<file path="src/rtl/seg_pkg.sv">
// seg_pkg: scan FSM states and active-high seven-segment glyphs {g,f,e,d,c,b,a}
package seg_pkg;
  typedef enum logic [1:0] {IDLE, BLANK, SHOW} scan_state_t;
  localparam logic [6:0] SEG_0   = 7'h3F;
  localparam logic [6:0] SEG_1   = 7'h06;
  localparam logic [6:0] SEG_2   = 7'h5B;
  localparam logic [6:0] SEG_3   = 7'h4F;
  localparam logic [6:0] SEG_4   = 7'h66;
  localparam logic [6:0] SEG_5   = 7'h6D;
  localparam logic [6:0] SEG_6   = 7'h7D;
  localparam logic [6:0] SEG_7   = 7'h07;
  localparam logic [6:0] SEG_8   = 7'h7F;
  localparam logic [6:0] SEG_9   = 7'h6F;
  localparam logic [6:0] SEG_A   = 7'h77;
  localparam logic [6:0] SEG_B   = 7'h7C;
  localparam logic [6:0] SEG_C   = 7'h39;
  localparam logic [6:0] SEG_D   = 7'h5E;
  localparam logic [6:0] SEG_E   = 7'h79;
  localparam logic [6:0] SEG_F   = 7'h71;
  localparam logic [6:0] SEG_OFF = 7'h00;
  localparam logic [6:0] GLYPHS [16] = '{SEG_0, SEG_1, SEG_2, SEG_3, SEG_4, SEG_5, SEG_6, SEG_7,
                                         SEG_8, SEG_9, SEG_A, SEG_B, SEG_C, SEG_D, SEG_E, SEG_F};
endpackage

</file>
<file path="src/rtl/hex_to_seg7.sv">
// hex_to_seg7: combinational hex nibble to active-high {g..a} glyph
module hex_to_seg7
  import seg_pkg::*;
(
  input  logic [3:0] nibble,
  output logic [6:0] seg
);
  assign seg = GLYPHS[nibble];
endmodule

</file>
<file path="src/rtl/seven_seg_scan_ctrl.sv">
// seven_seg_scan_ctrl: N-digit multiplexed seven-segment scanner with blanking dead time and per-frame input snapshot
module seven_seg_scan_ctrl
  import seg_pkg::*;
#(
  parameter int N_DIGITS     = 4,
  parameter int DWELL_CYCLES = 25000,
  parameter int BLANK_CYCLES = 64,
  parameter bit SEG_ACT_LOW  = 1'b1,
  parameter bit EN_ACT_LOW   = 1'b1
) (
  input  logic                        clk,
  input  logic                        reset,
  input  logic                        enable,
  input  logic [4*N_DIGITS-1:0]       digits,
  input  logic [N_DIGITS-1:0]         dp_in,
  input  logic [N_DIGITS-1:0]         blank_mask,
  output logic [6:0]                  seg,
  output logic                        dp,
  output logic [N_DIGITS-1:0]         dig_en,
  output logic [$clog2(N_DIGITS)-1:0] digit_idx,
  output logic                        frame_tick
);
  localparam int CW = $clog2(DWELL_CYCLES);
  localparam int IW = $clog2(N_DIGITS);
  localparam logic [6:0] SEG_DARK = {7{SEG_ACT_LOW}};
  localparam logic [N_DIGITS-1:0] EN_DARK = {N_DIGITS{EN_ACT_LOW}};

  if (BLANK_CYCLES >= DWELL_CYCLES || N_DIGITS < 2) begin : g_param_err
    $fatal(1, "seven_seg_scan_ctrl: need BLANK_CYCLES < DWELL_CYCLES and N_DIGITS >= 2");
  end

  scan_state_t state, nstate;
  logic [CW-1:0] cnt, ncnt;
  logic [IW-1:0] idx, nidx;
  logic [4*N_DIGITS-1:0] digits_q;
  logic [N_DIGITS-1:0] dp_q, blank_q;
  logic [6:0] glyph;
  logic snap, lit;

  hex_to_seg7 u_dec (.nibble(digits_q[4*nidx +: 4]), .seg(glyph));

  // next slot position: dropping enable parks the scanner, otherwise step through BLANK/SHOW slots
  always_comb begin
    nstate = state;
    ncnt   = cnt + 1'b1;
    nidx   = idx;
    if (!enable) begin
      nstate = IDLE;
      ncnt   = '0;
      nidx   = '0;
    end else if (state == IDLE) begin
      nstate = BLANK;
      ncnt   = '0;
    end else if (state == BLANK && cnt == CW'(BLANK_CYCLES - 1)) begin
      nstate = SHOW;
    end else if (state == SHOW && cnt == CW'(DWELL_CYCLES - 1)) begin
      nstate = BLANK;
      ncnt   = '0;
      nidx   = idx == IW'(N_DIGITS - 1) ? '0 : idx + 1'b1;
    end
  end

  assign snap = nstate == BLANK && state != BLANK && nidx == '0;
  assign lit  = nstate == SHOW && !blank_q[nidx];
  assign digit_idx = idx;

  // state, counter and snapshot; outputs registered from the next state so they track it one clock later
  always_ff @(posedge clk or negedge reset) begin
    if (!reset) begin
      state      <= IDLE;
      cnt        <= '0;
      idx        <= '0;
      digits_q   <= '0;
      dp_q       <= '0;
      blank_q    <= '0;
      frame_tick <= 1'b0;
      seg        <= SEG_DARK;
      dp         <= SEG_ACT_LOW;
      dig_en     <= EN_DARK;
    end else begin
      state      <= nstate;
      cnt        <= ncnt;
      idx        <= nidx;
      frame_tick <= snap;
      if (snap) begin
        digits_q <= digits;
        dp_q     <= dp_in;
        blank_q  <= blank_mask;
      end
      seg    <= (lit ? glyph : SEG_OFF) ^ SEG_DARK;
      dp     <= (lit & dp_q[nidx]) ^ SEG_ACT_LOW;
      dig_en <= (nstate == SHOW ? N_DIGITS'(1) << nidx : '0) ^ EN_DARK;
    end
  end
endmodule

</file>
<file path="config.mk">
export PLATFORM = sky130hd
export DESIGN_NAME = seven_seg_scan_ctrl
export DESIGN_NICKNAME = d
export VERILOG_FILES = /design/src/rtl/seg_pkg.sv /design/src/rtl/hex_to_seg7.sv /design/src/rtl/seven_seg_scan_ctrl.sv
export SDC_FILE = /design/constraint.sdc
export NUM_CORES = 1
export LEC_CHECK = 0
export CORE_ASPECT_RATIO = 2
export CORE_MARGIN = 2
export CORE_UTILIZATION = 50
export CTS_CLUSTER_DIAMETER = 30
export DETAILED_ROUTE_END_ITERATION = 12
export PLACE_DENSITY_LB_ADDON = 0.12
export RECOVER_POWER = 25
export REMOVE_ABC_BUFFERS = 1
export SYNTH_ARGS = -nofsm -noshare
export SYNTH_HDL_FRONTEND = slang
export SYNTH_SLANG_ARGS = --single-unit
</file>
<file path="constraint.sdc">
create_clock -name clk -period 3.8 [get_ports clk]
set_input_delay 0.76 -clock clk [delete_from_list [all_inputs] [get_ports clk]]
set_output_delay 0.76 -clock clk [all_outputs]
set_load 0.01 [all_outputs]
</file>
==> key figures, run 1 <==
Run status
  • Failing checks: capacitance limit, slew limit
  • Status: finished, violations left

STA
  • Post-route setup TNS: 0 ps
  • Final hold vios: 0
  • Max Freq: 0.324 GHz
  • Setup Viol. Count Final: 0
  • Final worst-path cycle share: 81.3%
  • Relative slew slack: -26.8%
  • Clock skew: 9.45 ps
  • Min Tclk post-route: 3090 ps
  • Pins Over Slew Limit: 37
  • Worst-margin pin slew: 1900 ps
  • RSZ-0062 raised after global routing: no

Logic synthesis
  • Synth Register Bits: 56
  • Most frequently used flop master after synthesis: dfrtp_1
  • Post-synth EDFFs: 0
  • Sequential fraction of the synthesis area: 50.8%
  • Area contributors post-synth: dfrtp_1 (39%), dfstp_2 (11%), mux2_2 (9.3%)
  • Yosys top cell area share: 39.5%
  • Syn. warnings: 0
  • Average size of a mapped cell: 11.5 um^2
  • Mapped cell area: 2790 um^2
  • Yosys top cell by area: dfrtp_1
  • Synth cell types: 45
  • Post-synth ARST share: 100%
  • Gate Count Post-Synth: 243

Floorplan
  • Die width: 56.8 um
  • Core ar.: 5420 um^2
  • Rows: 38
  • Initial Utilization: 51.5%
  • Ports: 42
  • Vert. Die Dim: 110 um
  • Die area: 6230 um^2

Detailed routing
  • TritonRoute pass-1 iters: 4
  • DR iter-0 viols: 74
  • Remaining antenna violation count: 0
  • Drt total wl: 5.81 mm
  • Vias per Instance: 5.63
  • Vias: 1983
  • # DRC: 0
  • DR WL/cell: 16.5 um

Setup path
  • CP Capture Type: register
  • Launch point of the worst reg-to-reg path: cnt[0]
  • Worst endpoint data arrival time: 3340 ps
  • CP Max Fanout: 15
  • Worst path bufs/invs: 1
  • CP Cell Sequence: ha_1, and4_1, nand4_4, o311ai_4, a22oi_1, nand2_1, inv_1, ha_1, or3_1, o21ai_0, o21ai_1
  • CP Launch Point: cnt[0]
  • Critical path launch point type: register
  • Worst R2R Setup Slack: 710 ps
  • CP peak stage delay: 580 ps
  • WP data required: 4050 ps
  • Top Family by Delay on Critical Path: simple AND/OR/NAND/NOR gates
  • Critical-path top delay cell: o311ai_4
  • Crit path kind: register to register
  • Most used cell, CP: ha_1

Place
  • Port bufs: 41
  • DP HPWL: 4.31 mm
  • Final Wtd Congestion: 0.880

Power and ir drop
  • Total power: 1.31 mW
  • Pleak: 1.43 nW
  • Worst vdd ir: 0.318 mV
  • Cell Pwr Density: 382 nW/um^2

Hold path
  • HP Class: register to register
  • Hold path start: cnt[0]

Clock tree
  • CTS tree: built
  • CTS max path bufs: 2
  • Setup Fix Bufs, Post-CTS: 0
  • Cts repair resizes: 0
  • H-tree Lvls: 2
  • Clock sinks: 56
  • Post-CTS Hold Buffers: 0
  • Root Driver: clkbuf_8
  • Cts bufs inserted: 5
  • Reg clk slew, reported paths: 100 ps
  • Worst-skew pair later-pin latency: 310 ps

GRT
  • Initial antenna violation count: 0
  • Vias in the first global route: 2125
  • First-pass GRT wire length: 10.1 mm
  • All-Layer GR Usage: 20.9%
  • Total grt overflow: 0
  • Largest net degree at the start of global routing: 37

Finish
  • Layout cells sized above 1: 21.6%
  • Nets@finish: 326
  • Layout area overhead: 22.8%
  • Antenna diodes: 0

Run
  • Max_cap viols: 1
metal layers:
layer  GRT usage, %  share of wire (%)  wire [um]
met1           22.9                 37       2150
met5              0                  0          0
met2           40.0                 59       3400
met3           2.71                1.9        108
met4           7.97                2.6        150
flip-flops by register name, summed over array words and instances (netlist names), 2 cells and up:
| signal | count |
|---|---|
| state | 2 |
| digits_q | 16 |
| dig_en | 4 |
| cnt | 15 |
| blank_q | 4 |
| digit_idx | 2 |
| dp_q | 4 |
| seg | 7 |
cells by family (layout without fill, tap and decap cells):
kind of cell | count (synthesis) | after routing | synth area share (%)
compound gates | 31 | 31 | 8.39
flops | 56 | 56 | 50.8
fa+ha+maj | 8 | 8 | 3.59
xor+xnor | 12 | 12 | 3.77
buf+inv | 20 | 69 | 3.41
mux | 33 | 33 | 13.3
simple gates | 83 | 83 | 16.7
layout by cell type (no fill, tap or decap), types with 2 or more instances in the layout:
cell type and instances:
nand2_1 21, dfstp_2 12, xnor2_1 4, nor4b_4 2, nand2b_1 5, o211ai_1 5, clkbuf_8 5, mux2i_1 9
ha_1 8, and3_1 2, nand3_1 12, o21ai_0 6, nor2_1 23, or3_1 2, a222oi_1 4, o221ai_1 3
mux2_2 23, nand3b_1 2, nor2b_1 2, bufinv_16 2, xor2_1 8, inv_1 11, a21oi_1 6, clkdlybuf4s50_1 40
dfrtp_1 44, a22oi_1 2, buf_4 9
synth_stat cells, types with 3 or more instances:
cell and number:
dfrtp_1 44, mux2_2 23, nor2_1 23, nand2_1 21, dfstp_2 12, nand3_1 12, inv_1 11, mux2i_1 9
ha_1 8, xor2_1 8, a21oi_1 6, o21ai_0 6, nand2b_1 5, o211ai_1 5, a222oi_1 4, buf_2 4
xnor2_1 4, o221ai_1 3
worst paths after layout:
kind,to,cells after the start
worst max-delay path,seg[0],11
worst min-delay path,cnt[0],1
worst max register to register,seg[0],11
worst min register to register,cnt[0],1
max in group asynchronous,seg[6],2
min in group asynchronous,cnt[12],1
final cells by class:
| cell class | count | area, um^2 |
|---|---|---|
| repair buffers | 50 | 472 |
| flip-flops and latches | 56 | 1420 |
| well taps | 60 | 75.1 |
| multi-input cells | 167 | 1280 |
| clock buffers | 5 | 68.8 |
| inverters | 11 | 41.3 |
| clock inverters | 3 | 68.8 |
| fillers | 468 | 2000 |
through the flow:
stage	setup slack, ps	instances	util [%]	instance area [um^2]	hold slack [ps]
2_1_floorplan	-89.9	234	-	2740	455
3_3_place_gp	400	344	60.7	3290	473
3_5_place_dp	387	344	60.7	3290	474
4_1_cts	695	352	63.2	3430	488
5_1_grt	420	352	63.2	3420	515
6_report	710	352	63.2	3420	488
report_power, final:
part           internal, mW  switching (mW)
Combinational        0.0989          0.0892
Clock                 0.265           0.196
Sequential            0.636          0.0223
Total                  1.00           0.307
(Power assumes the default switching activity.)
==> run 2: changes to the inputs <==
--- a/config.mk
+++ b/config.mk
@@ -7,7 +7,7 @@
 export LEC_CHECK = 0
 export CORE_ASPECT_RATIO = 2
 export CORE_MARGIN = 2
-export CORE_UTILIZATION = 50
+export CORE_UTILIZATION = 49
 export CTS_CLUSTER_DIAMETER = 30
 export DETAILED_ROUTE_END_ITERATION = 12
 export PLACE_DENSITY_LB_ADDON = 0.12
==> constraint.sdc (replaced) <==
create_clock -name clk -period 2.49 [get_ports clk]
set_input_delay 0.498 -clock clk [delete_from_list [all_inputs] [get_ports clk]]
set_output_delay 0.498 -clock clk [all_outputs]
set_load 0.01 [all_outputs]
==> run 2 against run 1 <==
Net effect:
- largest power group unchanged
- design area grew 22%
- the run ends with setup timing left
- fmax is 13% higher
- critical path type unchanged
- largest cell class is now multi-input gates
- critical endpoint is now seg[3]
- highest routed layer unchanged
- wire length up 24%
- clock power up 11%
==> key figures, run 2 (synthesis results as in run 1) <==
Run status
  • Status: finished, violations left (unchanged)
  • Failing checks: setup timing (was capacitance limit, slew limit)

Setup path
  • Launch point of the worst reg-to-reg path: cnt[10] (was cnt[0])
  • Top Family by Delay on Critical Path: simple AND/OR/NAND/NOR gates (unchanged)
  • Crit path kind: register to register (unchanged)
  • FF-to-FF End: seg[3] (was seg[0])
  • Worst endpoint data arrival time: 3010 ps (was 3340 ps)
  • Critical-path top delay cell: dfrtp_1 (was o311ai_4)
  • Critical path launch point type: register (unchanged)
  • Reg2Reg Depth: 11 (unchanged)
  • Worst R2R Setup Slack: -250 ps (was 710 ps)
  • Worst path bufs/invs: 3 (was 1)
  • WP data required: 2760 ps (was 4050 ps)
  • CP Max Fanout: 6 (was 15)
  • CP Capture Type: register (unchanged)
  • CP peak stage delay: 420 ps (was 580 ps)
  • CP Cell Sequence: nor4b_4, nand4_4, buf_6, o311ai_4, a222oi_1, buf_4, buf_6, ha_4, mux2i_1, mux2_4, nand2_2 (was ha_1, and4_1, nand4_4, o311ai_4, a22oi_1, nand2_1, inv_1, ha_1, or3_1, o21ai_0, o21ai_1)
  • Most used cell, CP: buf_6 (was ha_1)

Finish
  • Max reg flops: 16 (unchanged)
  • Top Registers: digits_q: 16 flops, cnt: 15 flops, seg: 7 flops (unchanged)
  • Commonest non-fill, non-tap cell in the layout: buf_4 (was dfrtp_1)
  • Biggest register: digits_q (unchanged)
  • Most frequent cells in the layout: buf_4 (53), dfrtp_1 (44), clkdlybuf4s50_1 (40) (was dfrtp_1 (44), clkdlybuf4s50_1 (40), nor2_1 (23), mux2_2 (23), nand2_1 (21))
  • Number of fill cells in the layout: 379 (was 468)
  • Antenna diodes: 0 (unchanged)
  • Nets@finish: 388 (was 326)
  • Layout cells sized above 1: 42.1% (was 21.6%)
  • Core Util, Final: 76.5% (was 63.2%)
  • Layout area overhead: 50.0% (was 22.8%)
  • Fin area: 4180 um^2 (was 3420 um^2)

Power and ir drop
  • Internal Power: 1.44 mW (was 1.00 mW)
  • NetSw: 547 uW (was 307 uW)
  • Sequential Power Share: 50.8% (was 50.4%)
  • Clk network pwr share: 25.7% (was 35.2%)
  • Combinational fraction of design power: 23.5% (was 14.4%)
  • Worst vdd ir: 0.471 mV (was 0.318 mV)
  • Pleak: 1.86 nW (was 1.43 nW)
  • Sw frac: 27.5% (was 23.5%)
  • Cell Pwr Density: 476 nW/um^2 (was 382 nW/um^2)

GRT
  • Total grt overflow: 0 (unchanged)
  • Largest net degree at the start of global routing: 57 (was 37)
  • All-Layer GR Usage: 22.3% (was 20.9%)
  • Vias in the first global route: 2402 (was 2125)
  • First-pass GRT wire length: 11.1 mm (was 10.1 mm)
  • Initial antenna violation count: 0 (unchanged)

Hold path
  • Hold path start: digits_q[6] (was cnt[0])
  • HP Class: register to register (unchanged)
  • Worst hold endpoint: digits_q[6] (was cnt[0])
  • Hold Path Stages: 1 (unchanged)

Detailed routing
  • TritonRoute pass-1 iters: 4 (unchanged)
  • Drt total wl: 7.21 mm (was 5.81 mm)
  • # DRC: 0 (unchanged)
  • Vias: 2277 (was 1983)
  • DR WL/cell: 17.4 um (was 16.5 um)
  • Vias per Instance: 5.50 (was 5.63)
  • DR iter-0 viols: 78 (was 74)
  • Remaining antenna violation count: 0 (unchanged)

STA
  • Max Freq: 0.364 GHz (was 0.324 GHz)
  • Worst-margin pin slew: 1350 ps (was 1900 ps)
  • Setup Viol. Count Final: 31 (was 0)
  • RSZ-0062 raised after global routing: yes (was no)
  • Clock skew: 11.6 ps (was 9.45 ps)
  • Min Tclk post-route: 2740 ps (was 3090 ps)
  • Final worst-path cycle share: 110% (was 81.3%)
  • Relative slew slack: 9.91% (was -26.8%)
  • Pins Over Slew Limit: 0 (was 37)
  • Final hold vios: 0 (unchanged)
  • PnR worst setup slack: -254 ps (was 710 ps)

Clock tree
  • Worst-skew pair later-pin latency: 320 ps (was 310 ps)
  • CTS max path bufs: 2 (unchanged)
  • CTS tree: built (unchanged)
  • Reg clk slew, reported paths: 100 ps (about the same)
  • Root Driver: clkbuf_8 (unchanged)
  • H-tree Lvls: 2 (unchanged)
  • Post-CTS Hold Buffers: 0 (unchanged)
  • Clock sinks: 56 (unchanged)
  • Cts bufs inserted: 5 (unchanged)

Floorplan
  • Die width: 57.3 um (was 56.8 um)
  • Core ar.: 5470 um^2 (was 5420 um^2)
  • Rows: 38 (unchanged)
  • Ports: 42 (unchanged)
  • Initial Utilization: 51.0% (was 51.5%)
  • Die area: 6350 um^2 (was 6230 um^2)
  • Vert. Die Dim: 111 um (was 110 um)

Run
  • Max_cap viols: 0 (was 1)

Place
  • Final Wtd Congestion: 0.874 (was 0.880)
  • DP HPWL: 4.87 mm (was 4.31 mm)
  • Port bufs: 41 (unchanged)
  • DP Area: 3650 um^2 (was 3290 um^2)
run 2: cell types whose count changed in the layout (fill, tap and decap cells not counted), moves of 4 or more:
cell / before / now
buf_4: 9 / 53
buf_6: 0 / 12
o21ai_0: 6 / 1
mux2_4: 0 / 21
nand2_2: 1 / 5
ha_4: 0 / 5
mux2_2: 23 / 2
nand2_1: 21 / 15
ha_1: 8 / 3
run 2: worst register-to-register path, cell delays in order (launching register included):
cell and delay, ps:
dfrtp_1 420, nor4b_4 370, nand4_4 240, buf_6 200, o311ai_4 340, a222oi_1 130
buf_4 180, buf_6 140, ha_4 270, mux2i_1 80, mux2_4 280, nand2_2 50
run 2: final cells by class:
class | count | area (um^2) | share of cell area, %
flip-flops and latches | 56 | 1420 | 33.9
clock inverters | 3 | 23.8 | 0.568
repair buffers | 111 | 1030 | 24.6
well taps | 60 | 75.1 | 1.79
multi-input cells | 168 | 1530 | 36.5
inverters | 11 | 43.8 | 1.05
clock buffers | 5 | 68.8 | 1.65
run 2: worst max-delay path by stage:
stage,from,endpoint,slack (ps),cells after the start
detailed placement,enable,seg[3],-630,12
global placement,enable,seg[0],-540,11
finish,cnt[10],seg[3],-250,11
floorplan,cnt[0],blank_q[0],-1400,7
global route,cnt[10],seg[4],-450,11
CTS,cnt[12],seg[3],-240,11
run 2: routing by layer:
metal	vias to the layer above	GRT usage (%)	wire length, um
li1	1076	-	-
met1	1146	23.6	2610
met2	41	42.1	4280
met3	14	2.57	144
met4	0	8.99	179
met5	-	0	0
run 2: power groups by stage:
stage / sequential [mW] / combinational, mW / clock, mW
6_report: 1.01 / 0.467 / 0.512
3_3_place_gp: 1.03 / 0.328 / 0
2_1_floorplan: 1.01 / 0.174 / 0
4_1_cts: 1.01 / 0.376 / 0.522
5_1_grt: 1.02 / 0.502 / 0.546
3_5_place_dp: 1.03 / 0.336 / 0
run 2: stage by stage:
step	hold WS [ps]	std cells	power, mW	TNS (ps)	worst slack, ps
floorplan	202	234	1.18	-36740	-1400
global placement	492	389	1.35	-9180	-544
detailed placement	495	389	1.36	-11260	-633
CTS	173	403	1.91	-5330	-244
global route	544	414	2.07	-10460	-450
finish	526	414	1.99	-5580	-254
run 2: what timing repair did:
item,in CTS,in global routing
endpoints found under the setup margin,31,31
pin swaps,11,14
gates resized for setup,23,52
buffers inserted,5,9
cloned,1,2
hold endpoints to repair,0,0
==> run 3: changes to the inputs <==
--- a/config.mk
+++ b/config.mk
@@ -5,9 +5,11 @@
 export SDC_FILE = /design/constraint.sdc
 export NUM_CORES = 1
 export LEC_CHECK = 0
+export CELL_PAD_IN_SITES_DETAIL_PLACEMENT = 0
+export CELL_PAD_IN_SITES_GLOBAL_PLACEMENT = 1
 export CORE_ASPECT_RATIO = 2
 export CORE_MARGIN = 2
-export CORE_UTILIZATION = 49
+export CORE_UTILIZATION = 39
 export CTS_CLUSTER_DIAMETER = 30
 export DETAILED_ROUTE_END_ITERATION = 12
 export PLACE_DENSITY_LB_ADDON = 0.12
==> run 3 against run 2 <==
Net effect:
- the flow still finishes with violations (setup timing)
- cell count grew 7.0%
- wire length down 0.96%
- register-to-register slack gained 40 ps
- critical path depth unchanged
- global-route usage down 2.0 points
- non-clock buffer count is the same
- clock skew down 6.8 ps
- via count shrank 3.0%
- utilization fell by 18 points
- clock-buffer cell count is 1 higher
- sequential share of layout area rose by 1.2 points
- critical path type unchanged
- critical endpoint is now seg[0]
==> key figures, run 3 (synthesis results as in run 1) <==
GRT
  • Total grt overflow: 0 (unchanged)
  • Met3 usage: 2.62% (was 2.57%)
  • All-Layer GR Usage: 20.3% (was 22.3%)
  • Met1 Track Usage GR: 20.4% (was 23.6%)
  • Largest net degree at the start of global routing: 57 (unchanged)
  • Grt met2 use: 41.0% (was 42.1%)
  • Initial antenna violation count: 0 (unchanged)
  • Vias in the first global route: 2356 (was 2402)
  • First-pass GRT wire length: 11.9 mm (was 11.1 mm)
  • GRT Max-Usage Layer: met2 (unchanged)

Finish
  • Layout area overhead: 44.8% (was 50.0%)
  • Antenna diodes: 0 (unchanged)
  • Fin area: 4040 um^2 (was 4180 um^2)
  • Max reg flops: 16 (unchanged)
  • Top Registers: digits_q: 16 flops, cnt: 15 flops, seg: 7 flops (unchanged)
  • Most frequent cells in the layout: buf_4 (59), dfrtp_1 (44), clkdlybuf4s50_1 (40) (was buf_4 (53), dfrtp_1 (44), clkdlybuf4s50_1 (40))
  • Biggest register: digits_q (unchanged)
  • Layout cells sized above 1: 38.2% (was 42.1%)
  • Nets@finish: 387 (was 388)
  • Commonest non-fill, non-tap cell in the layout: buf_4 (unchanged)
  • Core Util, Final: 58.2% (was 76.5%)
  • Number of fill cells in the layout: 608 (was 379)

Detailed routing
  • Remaining antenna violation count: 0 (unchanged)
  • Drt total wl: 7.14 mm (was 7.21 mm)
  • DR iter-0 viols: 95 (was 78)
  • TritonRoute pass-1 iters: 4 (unchanged)
  • DR WL/cell: 16.1 um (was 17.4 um)
  • Vias: 2208 (was 2277)
  • Vias per Instance: 4.98 (was 5.50)
  • # DRC: 0 (unchanged)

Floorplan
  • Die area: 7880 um^2 (was 6350 um^2)
  • Rows: 43 (was 38)
  • Ports: 42 (unchanged)
  • Core ar.: 6940 um^2 (was 5470 um^2)
  • Die width: 63.8 um (was 57.3 um)
  • Vert. Die Dim: 124 um (was 111 um)
  • Initial Utilization: 40.2% (was 51.0%)

Run status
  • Failing checks: setup timing (unchanged)
  • Status: finished, violations left (unchanged)

STA
  • Clock skew: 4.83 ps (was 11.6 ps)
  • Relative slew slack: 8.44% (was 9.91%)
  • PnR worst setup slack: -215 ps (was -254 ps)
  • Worst-margin pin slew: 1370 ps (was 1350 ps)
  • RSZ-0062 raised after global routing: yes (unchanged)
  • Max Freq: 0.370 GHz (was 0.364 GHz)
  • Pins Over Slew Limit: 0 (unchanged)
  • Hold slack: 508 ps (was 526 ps)
  • Setup Viol. Count Final: 25 (was 31)
  • Final hold vios: 0 (unchanged)
  • Final worst-path cycle share: 109% (was 110%)
  • Min Tclk post-route: 2710 ps (was 2740 ps)

Clock tree
  • H-tree Lvls: 2 (unchanged)
  • CTS max path bufs: 2 (unchanged)
  • Clock sinks: 56 (unchanged)
  • CTS tree: built (unchanged)
  • Reg clk slew, reported paths: 70 ps (was 100 ps)
  • Root Driver: clkbuf_16 (was clkbuf_8)
  • Cts bufs inserted: 5 (unchanged)
  • Worst-skew pair later-pin latency: 290 ps (was 320 ps)
  • Post-CTS Hold Buffers: 0 (unchanged)

Setup path
  • Critical path launch point type: register (unchanged)
  • CP peak stage delay: 410 ps (was 420 ps)
  • Worst endpoint data arrival time: 2930 ps (was 3010 ps)
  • Launch point of the worst reg-to-reg path: cnt[10] (unchanged)
  • CP Cell Sequence: nor4b_4, nand4_4, buf_6, mux2i_4, mux2i_1, a222oi_1, inv_1, ha_2, or3_1, o21ai_1, o21ai_1 (was nor4b_4, nand4_4, buf_6, o311ai_4, a222oi_1, buf_4, buf_6, ha_4, mux2i_1, mux2_4, nand2_2)
  • Most used cell, CP: o21ai_1 (was buf_6)
  • CP Max Fanout: 3 (was 6)
  • Worst R2R Setup Slack: -220 ps (was -250 ps)
  • Critical-path top delay cell: dfrtp_1 (unchanged)
  • Crit path kind: register to register (unchanged)
  • CP Capture Type: register (unchanged)
  • WP data required: 2710 ps (was 2760 ps)
  • FF-to-FF End: seg[0] (was seg[3])
  • CP Launch Point: cnt[10] (unchanged)
  • Reg2Reg Depth: 11 (unchanged)

Hold path
  • HP Class: register to register (unchanged)
  • Hold path start: blank_q[1] (was digits_q[6])
  • Hold Path Stages: 1 (unchanged)
  • Worst hold endpoint: blank_q[1] (was digits_q[6])

Power and ir drop
  • Cell Pwr Density: 534 nW/um^2 (was 476 nW/um^2)
  • Pleak: 1.77 nW (was 1.86 nW)
  • Worst vdd ir: 0.418 mV (was 0.471 mV)
  • Sequential Power Share: 46.8% (was 50.8%)
  • Sw frac: 23.4% (was 27.5%)
  • Clk network pwr share: 36.3% (was 25.7%)
  • NetSw: 504 uW (was 547 uW)
  • Internal Power: 1.65 mW (was 1.44 mW)
  • Combinational fraction of design power: 16.9% (was 23.5%)
  • Total power: 2.16 mW (was 1.99 mW)

Place
  • Post-place setup slack: -591 ps (was -633 ps)
  • DP Area: 3680 um^2 (was 3650 um^2)
  • Final Wtd Congestion: 0.854 (was 0.874)
  • DP HPWL: 5.27 mm (was 4.87 mm)
  • Port bufs: 41 (unchanged)

Run
  • Max_cap viols: 0 (unchanged)
[run 3: critical path: cells and delay by family (launching register included)]
family	cells	cell delay (ps)
multiplexers	2	310
AND/OR/NAND/NOR	3	930
flip-flops	1	410
adder cells (fa/ha/maj)	1	200
buffers and inverters	2	290
AO/OA/AOI/OAI	3	490
[run 3: cell type report]
cell class / instances / area [um^2] / area share [%]
clock buffer: 6 / 129 / 3.19
clock inverter: 2 / 35.0 / 0.867
inverter: 11 / 41.3 / 1.02
multi-input combinational: 167 / 1340 / 33.1
sequential: 56 / 1420 / 35.1
tap: 90 / 113 / 2.79
timing repair buffer: 111 / 966 / 23.9
[run 3: repair_timing]
item | in CTS | in global routing
setup endpoints to repair | 31 | 31
resized for setup | 22 | 5
cloned | 2 | 0
setup buffers | 10 | 4
pin swaps | 9 | 3
[run 3: power by group through the flow]
stage / combinational [mW] / sequential, mW / clock [mW]
after floorplan: 0.174 / 1.01 / 0
final: 0.365 / 1.01 / 0.784
after global routing: 0.402 / 1.01 / 0.845
after global placement: 0.327 / 1.03 / 0
after detailed placement: 0.329 / 1.03 / 0
after CTS: 0.358 / 1.01 / 0.815
[run 3: stage by stage]
step           setup TNS (ps)  instances
3_5_place_dp           -11100        420
2_1_floorplan          -36740        234
4_1_cts                 -3440        440
5_1_grt                 -6600        443
3_3_place_gp           -10410        420
6_report                -3230        443
[run 3: metal layers]
metal	vias up	wire length, um
met5	-	0
li1	1073	-
met3	11	163
met4	0	127
met1	1087	2490
met2	37	4360
[run 3: worst max-delay path by stage]
stage,slack [ps],cells past startpoint,endpoint
detailed placement,-590,12,seg[0]
global route,-350,11,seg[0]
floorplan,-1400,7,blank_q[0]
CTS,-200,11,seg[0]
finish,-220,11,seg[0]
global placement,-560,10,seg[0]
